===== src/rtl/rv32_decode_stage.sv =====
// Elastic RV32 decode stage: combinational decode captured into an output
// register backed by a one-entry skid register, so ready_o never depends on ready_i.
module rv32_decode_stage #(
   parameter int unsigned XLEN     = 32,
   parameter int unsigned REG_BITS = 5,
   parameter bit          ENABLE_M = 1'b1
) (
   input  logic                clk_i,
   input  logic                rstn_i,
   input  logic                flush_i,
   input  logic                valid_i,
   output logic                ready_o,
   input  logic [31:0]         instr_i,
   input  logic [XLEN-1:0]     pc_i,
   output logic                valid_o,
   input  logic                ready_i,
   output logic [REG_BITS-1:0] rs1_addr_o,
   output logic [REG_BITS-1:0] rs2_addr_o,
   output logic [REG_BITS-1:0] rd_addr_o,
   output logic [XLEN-1:0]     imm_o,
   output logic                imm_valid_o,
   output logic [3:0]          alu_op_o,
   output logic [2:0]          size_o,
   output logic [2:0]          path_o,
   output logic                mem_write_o,
   output logic                branch_o,
   output logic                jal_o,
   output logic                jalr_o,
   output logic                link_o,
   output logic [2:0]          branch_cond_o,
   output logic [XLEN-1:0]     target_o,
   output logic [XLEN-1:0]     link_data_o,
   output logic                push_ras_o,
   output logic                pop_ras_o,
   output logic                illegal_o,
   output logic [XLEN-1:0]     pc_o
);

   typedef enum logic [4:0] {
      OPC_LOAD     = 5'b00000,
      OPC_MISC_MEM = 5'b00011,
      OPC_OP_IMM   = 5'b00100,
      OPC_AUIPC    = 5'b00101,
      OPC_STORE    = 5'b01000,
      OPC_OP       = 5'b01100,
      OPC_LUI      = 5'b01101,
      OPC_BRANCH   = 5'b11000,
      OPC_JALR     = 5'b11001,
      OPC_JAL      = 5'b11011,
      OPC_SYSTEM   = 5'b11100
   } opcode_e;

   localparam logic [2:0] PATH_ALU = 3'b001;
   localparam logic [2:0] PATH_MEM = 3'b010;
   localparam logic [2:0] PATH_MUL = 3'b100;

   typedef struct packed {
      logic [REG_BITS-1:0] rs1;
      logic [REG_BITS-1:0] rs2;
      logic [REG_BITS-1:0] rd;
      logic [XLEN-1:0]     imm;
      logic                imm_valid;
      logic [3:0]          alu_op;
      logic [2:0]          size;
      logic [2:0]          path;
      logic                mem_write;
      logic                branch;
      logic                jal;
      logic                jalr;
      logic                link;
      logic [2:0]          branch_cond;
      logic [XLEN-1:0]     target;
      logic [XLEN-1:0]     link_data;
      logic                push_ras;
      logic                pop_ras;
      logic                illegal;
      logic [XLEN-1:0]     pc;
   } uop_t;

   logic [4:0]      rs1_f, rs2_f, rd_f;
   logic [2:0]      funct3;
   logic [6:0]      funct7;
   logic [XLEN-1:0] imm_i, imm_s, imm_b, imm_u, imm_j;
   logic            rd_is_link, rs1_is_link;
   logic            illegal;
   uop_t            dec;

   uop_t out_q, out_d, skid_q, skid_d;
   logic out_vld_q, out_vld_d, skid_vld_q, skid_vld_d;
   logic take_in, out_free;

   assign rs1_f  = instr_i[19:15];
   assign rs2_f  = instr_i[24:20];
   assign rd_f   = instr_i[11:7];
   assign funct3 = instr_i[14:12];
   assign funct7 = instr_i[31:25];

   assign imm_i = XLEN'($signed(instr_i[31:20]));
   assign imm_s = XLEN'($signed({instr_i[31:25], instr_i[11:7]}));
   assign imm_b = XLEN'($signed({instr_i[31], instr_i[7], instr_i[30:25], instr_i[11:8], 1'b0}));
   assign imm_u = XLEN'($signed({instr_i[31:12], 12'b0}));
   assign imm_j = XLEN'($signed({instr_i[31], instr_i[19:12], instr_i[20], instr_i[30:21], 1'b0}));

   assign rd_is_link  = (rd_f == 5'd1) || (rd_f == 5'd5);
   assign rs1_is_link = (rs1_f == 5'd1) || (rs1_f == 5'd5);

   always_comb begin
      dec           = '0;
      illegal       = 1'b0;
      dec.pc        = pc_i;
      dec.link_data = pc_i + XLEN'(4);
      dec.path      = PATH_ALU;
      if (instr_i[1:0] != 2'b11) begin
         illegal = 1'b1;
      end else begin
         case (instr_i[6:2])
            OPC_LOAD: begin
               dec.rs1       = REG_BITS'(rs1_f);
               dec.rd        = REG_BITS'(rd_f);
               dec.imm       = imm_i;
               dec.imm_valid = 1'b1;
               dec.path      = PATH_MEM;
               dec.size      = funct3;
            end
            OPC_MISC_MEM: begin
               dec.imm_valid = 1'b1;
            end
            OPC_OP_IMM: begin
               dec.rs1       = REG_BITS'(rs1_f);
               dec.rd        = REG_BITS'(rd_f);
               dec.imm       = imm_i;
               dec.imm_valid = 1'b1;
               // funct7[5] only carries meaning for the shift-immediate forms
               dec.alu_op    = {(funct3[1:0] == 2'b01) & instr_i[30], funct3};
            end
            OPC_AUIPC: begin
               dec.rd        = REG_BITS'(rd_f);
               dec.imm       = pc_i + imm_u;
               dec.imm_valid = 1'b1;
            end
            OPC_STORE: begin
               dec.rs1       = REG_BITS'(rs1_f);
               dec.rs2       = REG_BITS'(rs2_f);
               dec.imm       = imm_s;
               dec.imm_valid = 1'b1;
               dec.path      = PATH_MEM;
               dec.mem_write = 1'b1;
               dec.size      = funct3;
            end
            OPC_OP: begin
               if ((funct7 == 7'b0000000) || (funct7 == 7'b0100000) ||
                   ((funct7 == 7'b0000001) && ENABLE_M)) begin
                  dec.rs1    = REG_BITS'(rs1_f);
                  dec.rs2    = REG_BITS'(rs2_f);
                  dec.rd     = REG_BITS'(rd_f);
                  dec.alu_op = {instr_i[30], funct3};
                  dec.path   = (funct7 == 7'b0000001) ? PATH_MUL : PATH_ALU;
               end else begin
                  illegal = 1'b1;
               end
            end
            OPC_LUI: begin
               dec.rd        = REG_BITS'(rd_f);
               dec.imm       = imm_u;
               dec.imm_valid = 1'b1;
            end
            OPC_BRANCH: begin
               dec.rs1         = REG_BITS'(rs1_f);
               dec.rs2         = REG_BITS'(rs2_f);
               dec.imm         = imm_b;
               dec.branch      = 1'b1;
               dec.branch_cond = funct3;
               dec.target      = pc_i + imm_b;
            end
            OPC_JALR: begin
               dec.rs1       = REG_BITS'(rs1_f);
               dec.rd        = REG_BITS'(rd_f);
               dec.imm       = imm_i;
               dec.imm_valid = 1'b1;
               dec.jalr      = 1'b1;
               dec.link      = 1'b1;
               case ({rd_is_link, rs1_is_link})
                  2'b10:   dec.push_ras = 1'b1;
                  2'b01:   dec.pop_ras  = 1'b1;
                  2'b11: begin
                     dec.push_ras = 1'b1;
                     dec.pop_ras  = (rd_f != rs1_f);
                  end
                  default: ;
               endcase
            end
            OPC_JAL: begin
               dec.rd       = REG_BITS'(rd_f);
               dec.imm      = imm_j;
               dec.jal      = 1'b1;
               dec.link     = 1'b1;
               dec.target   = pc_i + imm_j;
               dec.push_ras = rd_is_link;
            end
            OPC_SYSTEM: begin
               dec.rs1       = REG_BITS'(rs1_f);
               dec.rd        = REG_BITS'(rd_f);
               dec.imm       = imm_i;
               dec.imm_valid = 1'b1;
               dec.alu_op    = {1'b0, funct3};
            end
            default: illegal = 1'b1;
         endcase
      end
      if (illegal) begin
         dec           = '0;
         dec.pc        = pc_i;
         dec.link_data = pc_i + XLEN'(4);
         dec.path      = PATH_ALU;
         dec.illegal   = 1'b1;
      end
   end

   assign take_in  = valid_i & ~skid_vld_q;
   assign out_free = ~out_vld_q | ready_i;

   // SKID is only ever occupied while OUT is, so draining it first keeps order
   always_comb begin
      out_d      = out_q;
      skid_d     = skid_q;
      out_vld_d  = out_vld_q;
      skid_vld_d = skid_vld_q;
      if (flush_i) begin
         out_vld_d  = 1'b0;
         skid_vld_d = 1'b0;
      end else if (out_free) begin
         if (skid_vld_q) begin
            out_d      = skid_q;
            out_vld_d  = 1'b1;
            skid_vld_d = 1'b0;
         end else if (take_in) begin
            out_d     = dec;
            out_vld_d = 1'b1;
         end else begin
            out_vld_d = 1'b0;
         end
      end else if (take_in) begin
         skid_d     = dec;
         skid_vld_d = 1'b1;
      end
   end

   always_ff @(posedge clk_i or negedge rstn_i) begin
      if (!rstn_i) begin
         out_q      <= '0;
         skid_q     <= '0;
         out_vld_q  <= 1'b0;
         skid_vld_q <= 1'b0;
      end else begin
         out_q      <= out_d;
         skid_q     <= skid_d;
         out_vld_q  <= out_vld_d;
         skid_vld_q <= skid_vld_d;
      end
   end

   assign ready_o       = ~skid_vld_q;
   assign valid_o       = out_vld_q;
   assign rs1_addr_o    = out_q.rs1;
   assign rs2_addr_o    = out_q.rs2;
   assign rd_addr_o     = out_q.rd;
   assign imm_o         = out_q.imm;
   assign imm_valid_o   = out_q.imm_valid;
   assign alu_op_o      = out_q.alu_op;
   assign size_o        = out_q.size;
   assign path_o        = out_q.path;
   assign mem_write_o   = out_q.mem_write;
   assign branch_o      = out_q.branch;
   assign jal_o         = out_q.jal;
   assign jalr_o        = out_q.jalr;
   assign link_o        = out_q.link;
   assign branch_cond_o = out_q.branch_cond;
   assign target_o      = out_q.target;
   assign link_data_o   = out_q.link_data;
   assign push_ras_o    = out_q.push_ras;
   assign pop_ras_o     = out_q.pop_ras;
   assign illegal_o     = out_q.illegal;
   assign pc_o          = out_q.pc;

endmodule


===== config.mk =====
export PLATFORM = sky130hd
export DESIGN_NAME = rv32_decode_stage
export DESIGN_NICKNAME = d
export VERILOG_FILES = /design/src/rtl/rv32_decode_stage.sv
export SDC_FILE = /design/constraint.sdc
export NUM_CORES = 1
export LEC_CHECK = 0
export BUFFER_PORTS_ARGS = -buffer_cell sky130_fd_sc_hd__buf_4
export CORE_AREA = 2 2 133 232
export CTS_CLUSTER_SIZE = 14
export DETAILED_ROUTE_END_ITERATION = 6
export DIE_AREA = 0 0 135 234
export HOLD_SLACK_MARGIN = 0.06
export PLACE_DENSITY_LB_ADDON = 0.25
export SLEW_MARGIN = 10
export SYNTH_ARGS = -nofsm -noshare
export SYNTH_HDL_FRONTEND = slang
export SYNTH_SLANG_ARGS = --single-unit

===== constraint.sdc =====
create_clock -name clk_i -period 3.9 [get_ports clk_i]
set_clock_uncertainty 0.2 [all_clocks]
set_input_delay 0.39 -clock clk_i [delete_from_list [all_inputs] [get_ports clk_i]]
set_output_delay 0.39 -clock clk_i [all_outputs]
set_load 0.03 [all_outputs]

Yosys cells after proc, flatten, opt, wreduce, memory -nomap -nowiden
Index checks and enable logic that the tools add are counted.
- $add $sub $neg: 4
- equal/unequal tests: 22
- reductions and logical operators: 20
- muxes and demuxes: 38
- bitwise operators: 7
- operators with widths (cell ; number):
    165-bit 2-to-1 mux ; 3
    32-bit case mux with 6 select lines ; 1
    98-bit 2-to-1 mux ; 1
    32-bit adder ; 3
    32-bit case mux with 2 select lines ; 1
    32-bit by 3-bit adder with 32-bit output, second input constant ; 1
    5-bit case mux with 2 select lines ; 3
    5-bit by 3-bit == test with 1-bit output, second input constant ; 4
    5-bit == test, second input constant ; 4
    1-bit 2-to-1 mux ; 17
    5-bit by 4-bit == test with 1-bit output, second input constant ; 3
    15-bit 2-to-1 mux ; 1
    3-bit 2-to-1 mux ; 4
    4-bit case mux with 3 select lines ; 1
    5-bit by 1-bit == test with 1-bit output, second input constant ; 2
    10-bit OR reduction ; 1
    2-bit OR reduction ; 4
    8-bit OR reduction ; 1
    7-bit by 1-bit == test with 1-bit output, second input constant ; 1
    7-bit by 6-bit == test with 1-bit output, second input constant ; 1
    7-bit zero test ; 1
    7-bit OR reduction ; 1
    1-bit case mux with 2 select lines ; 3
    3-bit case mux with 2 select lines ; 1
    other kinds (17) ; 28
- register bits after elaboration: 332
- input bits: 69
- logic and storage cells: 133
- output and inout port bits: 167

Longest topological paths before layout
- depth after elaboration: 10
- mapped depth: 16

Least setup slack after synthesis
OpenSTA, ideal clock, no wires.
- path kind: input to register
- start point: in instr_i[2]
- end point: reg out_q (netlist bit target_o[29])
- path slack: -0.608 ns
- cell stages on the path: 16
- required time: 3.574 ns
- arrival: 4.182 ns
- setup time: 0.126 ns
- cell sequence: clkbuf_1 > nand3b_1 > nor2_1 > clkbuf_1 > mux2_2 > ha_1 > fa_1 > a21oi_1 > nor2_1 > o311ai_4 > a311oi_1 > o32a_1 > a31oi_4 > mux2i_1 > a211oi_1 > o21ai_1
- longest elaborated chain between the ends: 7
- elaborated cells between the ends (all ways): 19
- classes of those cells: 10 x eq/ne; 7 x mux; 2 x reduce/logical
- ends and longest elaborated chain (what ; RTL line ; text):
    from (decl) ; 13 ; input logic [31:0] instr_i,
    5-bit == test (tied with other cells) ; 116 ; case (instr_i[6:2])
    10-bit OR reduction (no source line) ; -- ;
    1-bit case mux with 2 select lines ; 116 ;
    1-bit 2-to-1 mux ; 113 ; if (instr_i[1:0] != 2'b11) begin
    165-bit 2-to-1 mux (*) ; 210 ; if (illegal) begin
    165-bit 2-to-1 mux (*) ; 236 ; end else if (take_in) begin
    165-bit 2-to-1 mux (*) ; 232 ; if (skid_vld_q) begin
    to (signal assigned) ; 255 ; out_q <= out_d;
    to (decl) ; 88 ; uop_t out_q, out_d, skid_q, skid_d;
Mark *: on every way between the ends. The rest lies on a longest branch, timed or not. The select of a mux whose other input is x is not followed.
A chain may end at the register's enable or synchronous reset.

Worst setup path in the final report
- start point: in instr_i[21]
- end point: reg out_q (netlist bit target_o[21])
- longest elaborated chain between the ends: 6
- ends and longest elaborated chain (what ; RTL line ; text):
    32-bit adder ; 197 ; dec.target = pc_i + imm_j;
    32-bit case mux with 2 select lines ; 116 ;
    98-bit 2-to-1 mux ; 113 ;
    165-bit 2-to-1 mux ; 210 ;
    165-bit 2-to-1 mux ; 236 ;
    165-bit 2-to-1 mux ; 232 ;
No other way between the ends. The select of a mux whose other input is x is not followed.

==> results.sh <==
export IMPL_cpPeakStageDelay_ns=0.54
export IMPL_cp_top_family="compound AO/OA/AOI/OAI gates"
export IMPL_endpoint_kind="register"
export IMPL_yosys_warnings=0
export IMPL_ant_nets=0
export IMPL_synth_area_um2=17600
export IMPL_cts_buffer_depth=3
export IMPL_hold_start="instr_i[1]"
export IMPL_slew_headroom_pct=35.9
export IMPL_synth_top_area_share_pct=46.7
export IMPL_area_delta_synth_final_pct=22.6
export IMPL_wire_per_inst_um=20.8
export IMPL_drc=0
export IMPL_boundaryPins=236
export IMPL_hold_end="skid_q[102]"
export IMPL_grt_pass1_vias=16200
export IMPL_async_flop_share_pct=100
export IMPL_rsz0062_at_grt="no"
export IMPL_hp_class="in -> reg"
export IMPL_clock_latency_ns=0.57
export IMPL_yosysSeqAreaShare_pct=46.7
export IMPL_wl_um=56400
export IMPL_track_usage_pct=35.7
export IMPL_antennaDiodeCount=0
export IMPL_place_port_buffers=235
export IMPL_crit_slowest_cell="dlygate4sd3_1"
export IMPL_worstPathRequired_ns=4.21
export IMPL_synth_largest_area_cell="dfrtp_1"
export IMPL_cp_arrival_ns=3.94
export IMPL_setup_violations_final=0
export IMPL_die_y_um=234
export IMPL_fmaxAchievable_mhz=275
export IMPL_reg2reg_to="skid_q[9]"
export IMPL_start_util_pct=58.9
export IMPL_synth_cell_types=78
export IMPL_leakage_nw=10.2
export IMPL_crit_path_start_kind="input port"
export IMPL_dr_wl_met2_um=28200
export IMPL_outcome="finished, final reports clean"
export IMPL_ys_top_cells_by_area="dfrtp_1 (47%), nand2_1 (11%), o21ai_0 (7.5%)"
export IMPL_dieArea_um2=31600
export IMPL_critical_path_class="in -> reg"
export IMPL_ff2ff_setup_slack_ns=1.27
export IMPL_clkTransAtPathRegs_ns=0.07
export IMPL_nets=2426
export IMPL_highest_layer="met4"
export IMPL_vias=16200
export IMPL_via_per_inst=5.97
export IMPL_peakVddDrop_v=0.000537
export IMPL_worstMarginPinSlew_ns=0.961
export IMPL_timing_final_crit_period_ns=3.63
export IMPL_synthCells=2045
export IMPL_synth_edff_count=0
export IMPL_final_hold_viol_count=0
export IMPL_grt_pass1_wl_um=87600
export IMPL_core_um2=29800
export IMPL_wl_met3_um=3050
export IMPL_powerDensity_nw_per_um2=412
export IMPL_cts_root_buf="clkbuf_16"
export IMPL_post_route_util_pct=72.1
export IMPL_cp_max_fo=5
export IMPL_finalPower_mw=8.88
export IMPL_cts_resized=0
export IMPL_timing_setup_tns_ns=0
export IMPL_synth_flop_cell="dfrtp_1"
export IMPL_period_share_pct=93.1
export IMPL_hold_depth=3
export IMPL_cts_tree="done"
export IMPL_fp_row_count=84
export IMPL_slew_violations=0
export IMPL_rr_startpoint="skid_vld_q"
export IMPL_htreeDepth=1
export IMPL_cts_sinks=328
export IMPL_path_cells="dlygate4sd3_1 > buf_4 > mux2_4 > ha_4 > fa_2 > a21oi_2 > nor2_2 > o311ai_4 > a311oi_1 > o32a_1 > buf_4 > xor2_1 > nand2_1 > o21ai_0 > o21a_1"
export IMPL_first_iter_violations=1118
export IMPL_path_buf_inv=3
export IMPL_fp_dieW_um=135
export IMPL_final_layout_size_suffix_gt1_share_pct=16.8
export IMPL_drtPass1Iterations=7
export IMPL_wl_met1_um=20600
export IMPL_antenna_found_initial=0
export IMPL_n_fill_cell=2300
export IMPL_syn_avg_cell_area_um2=8.59
export IMPL_postPlaceCellArea_um2=20000
export IMPL_syn_nets=2170
export IMPL_cts_inserted_buffers=30
export IMPL_routabilityCongestion=0.981
export IMPL_maxCapViolCount=0
export IMPL_place_hpwl_um=40600
export IMPL_grt_start_max_net_pins=113
export IMPL_path_common_cell="buf_4"
export IMPL_ys_seq_elements=328
export IMPL_postLayoutCellArea_um2=21500
export IMPL_grt_overflow_total=0
export IMPL_reg2regPathDepth=5
[cell families after synthesis]
family | after synthesis | synth area share (%)
flip-flops | 328 | 46.7
buffers and inverters | 154 | 3.45
AND/OR/NAND/NOR | 788 | 18.8
XOR/XNOR | 63 | 3.14
adder cells (fa/ha/maj) | 56 | 4.07
multiplexers | 62 | 3.59
AO/OA/AOI/OAI | 594 | 20.2
[layout by cell type (no fill, tap or decap), types with 6 or more instances in the layout]
master / Yosys / layout
inv_1: 20 / 20
dfrtp_1: 328 / 327
o21ai_0: 264 / 263
nor2b_1: 10 / 10
a222oi_1: 6 / 6
xor2_1: 32 / 32
nor3_1: 31 / 31
o21ai_1: 5 / 6
o211ai_1: 11 / 11
nand4_1: 10 / 10
or3_1: 7 / 7
a21o_1: 32 / 32
ha_1: 54 / 53
o21a_1: 19 / 19
buf_12: 0 / 8
xnor2_1: 31 / 31
nand2_1: 512 / 510
o31ai_1: 24 / 24
a211oi_1: 12 / 12
mux2i_1: 54 / 54
clkbuf_1: 111 / 7
nand2b_1: 16 / 16
dlygate4sd3_1: 0 / 55
clkbuf_8: 0 / 8
mux2_2: 8 / 7
a31oi_1: 8 / 8
nand3_1: 22 / 22
buf_4: 2 / 293
clkbuf_16: 0 / 31
nor2_1: 127 / 125
and3_1: 20 / 20
a22oi_1: 8 / 8
a21oi_1: 146 / 145
[layout make-up]
| class | instances | area [um2] | share of cell area (%) |
|---|---|---|---|
| Tap cell | 387 | 484 | 2.25 |
| Clock buffer | 46 | 912 | 4.24 |
| Inverter | 21 | 78.8 | 0.366 |
| Timing Repair Buffer | 357 | 2930 | 13.6 |
| Clock inverter | 8 | 115 | 0.535 |
| Sequential cell | 328 | 8210 | 38.1 |
| Multi-Input combinational cell | 1563 | 8810 | 40.9 |
[worst max path at each step]
stage	cells past startpoint	slack, ns	start	end
2_1_floorplan	16	-0.05	instr_i[4]	target_o[29]
3_3_place_gp	15	-0.08	instr_i[4]	target_o[29]
3_5_place_dp	15	-0.11	instr_i[4]	target_o[29]
4_1_cts	15	0.33	instr_i[8]	target_o[21]
5_1_grt	14	0.14	instr_i[8]	target_o[29]
6_report	15	0.27	instr_i[21]	target_o[21]
[routing by layer]
layer	track usage (%)	up-vias
met5	0	-
met4	25.1	0
met3	4.43	196
met2	61.5	615
met1	40.9	7778
li1	-	7582
[worst register-to-register path: cells and delay by family (launching register included)]
kind / cells / cell delay [ns]
simple gates: 4 / 1.28
flops: 1 / 0.65
buf+inv: 1 / 0.45
[report_power, final]
group	internal, mW	leakage (nW)	switching, mW
Combinational	0.691	5.33	1.18
Sequential	3.71	4.35	0.187
Clock	1.80	0.510	1.32
Total	6.20	10.2	2.68
[timing repair]
action                    4_1_cts  5_1_grt
hold buffers                   55        0
buffers inserted                0        0
hold endpoints to repair      203        0
[flip-flops by register name (all words and copies together) (netlist names), 3 cells and up]
name / cells
target_o: 32
imm_o: 32
skid_q: 163
path_o: 3
branch_cond_o: 3
size_o: 3
alu_op_o: 4
link_data_o: 32
rd_addr_o: 5
rs2_addr_o: 5
pc_o: 30
rs1_addr_o: 5
[stage by stage]
stage / cells / worst slack [ns] / hold WS [ns]
after floorplan: 2045 / -0.0542 / -0.106
after global placement: 2601 / -0.0770 / 0.252
after detailed placement: 2601 / -0.113 / 0.261
after CTS: 2710 / 0.327 / 0.0810
after global routing: 2710 / 0.141 / 0.147
final: 2710 / 0.267 / 0.116
[synth_stat cells (3+ instances only)]
cell type / instances
a22oi_1: 8
buf_2: 10
and2_1: 6
o31a_1: 5
or3_1: 7
o21bai_1: 5
or2_2: 5
ha_1: 54
a211o_1: 3
nor3_1: 31
o31ai_1: 24
o211ai_1: 11
inv_1: 20
o21ai_0: 264
and3_1: 20
nor2_1: 127
nand2b_1: 16
a211oi_1: 12
a31o_2: 3
xnor2_1: 31
nand3_1: 22
mux2_2: 8
a221o_1: 3
o311ai_0: 5
a21oi_1: 146
nand3b_1: 5
clkbuf_1: 111
dfrtp_1: 328
a222oi_1: 6
a311oi_1: 5
nand2_1: 512
buf_1: 9
mux2i_1: 54
a21o_1: 32
nand4_1: 10
a221oi_1: 4
nor2b_1: 10
xor2_1: 32
o21a_1: 19
a31oi_1: 8
o21ai_1: 5
No activity file was read; power rests on OpenSTA's default activity.
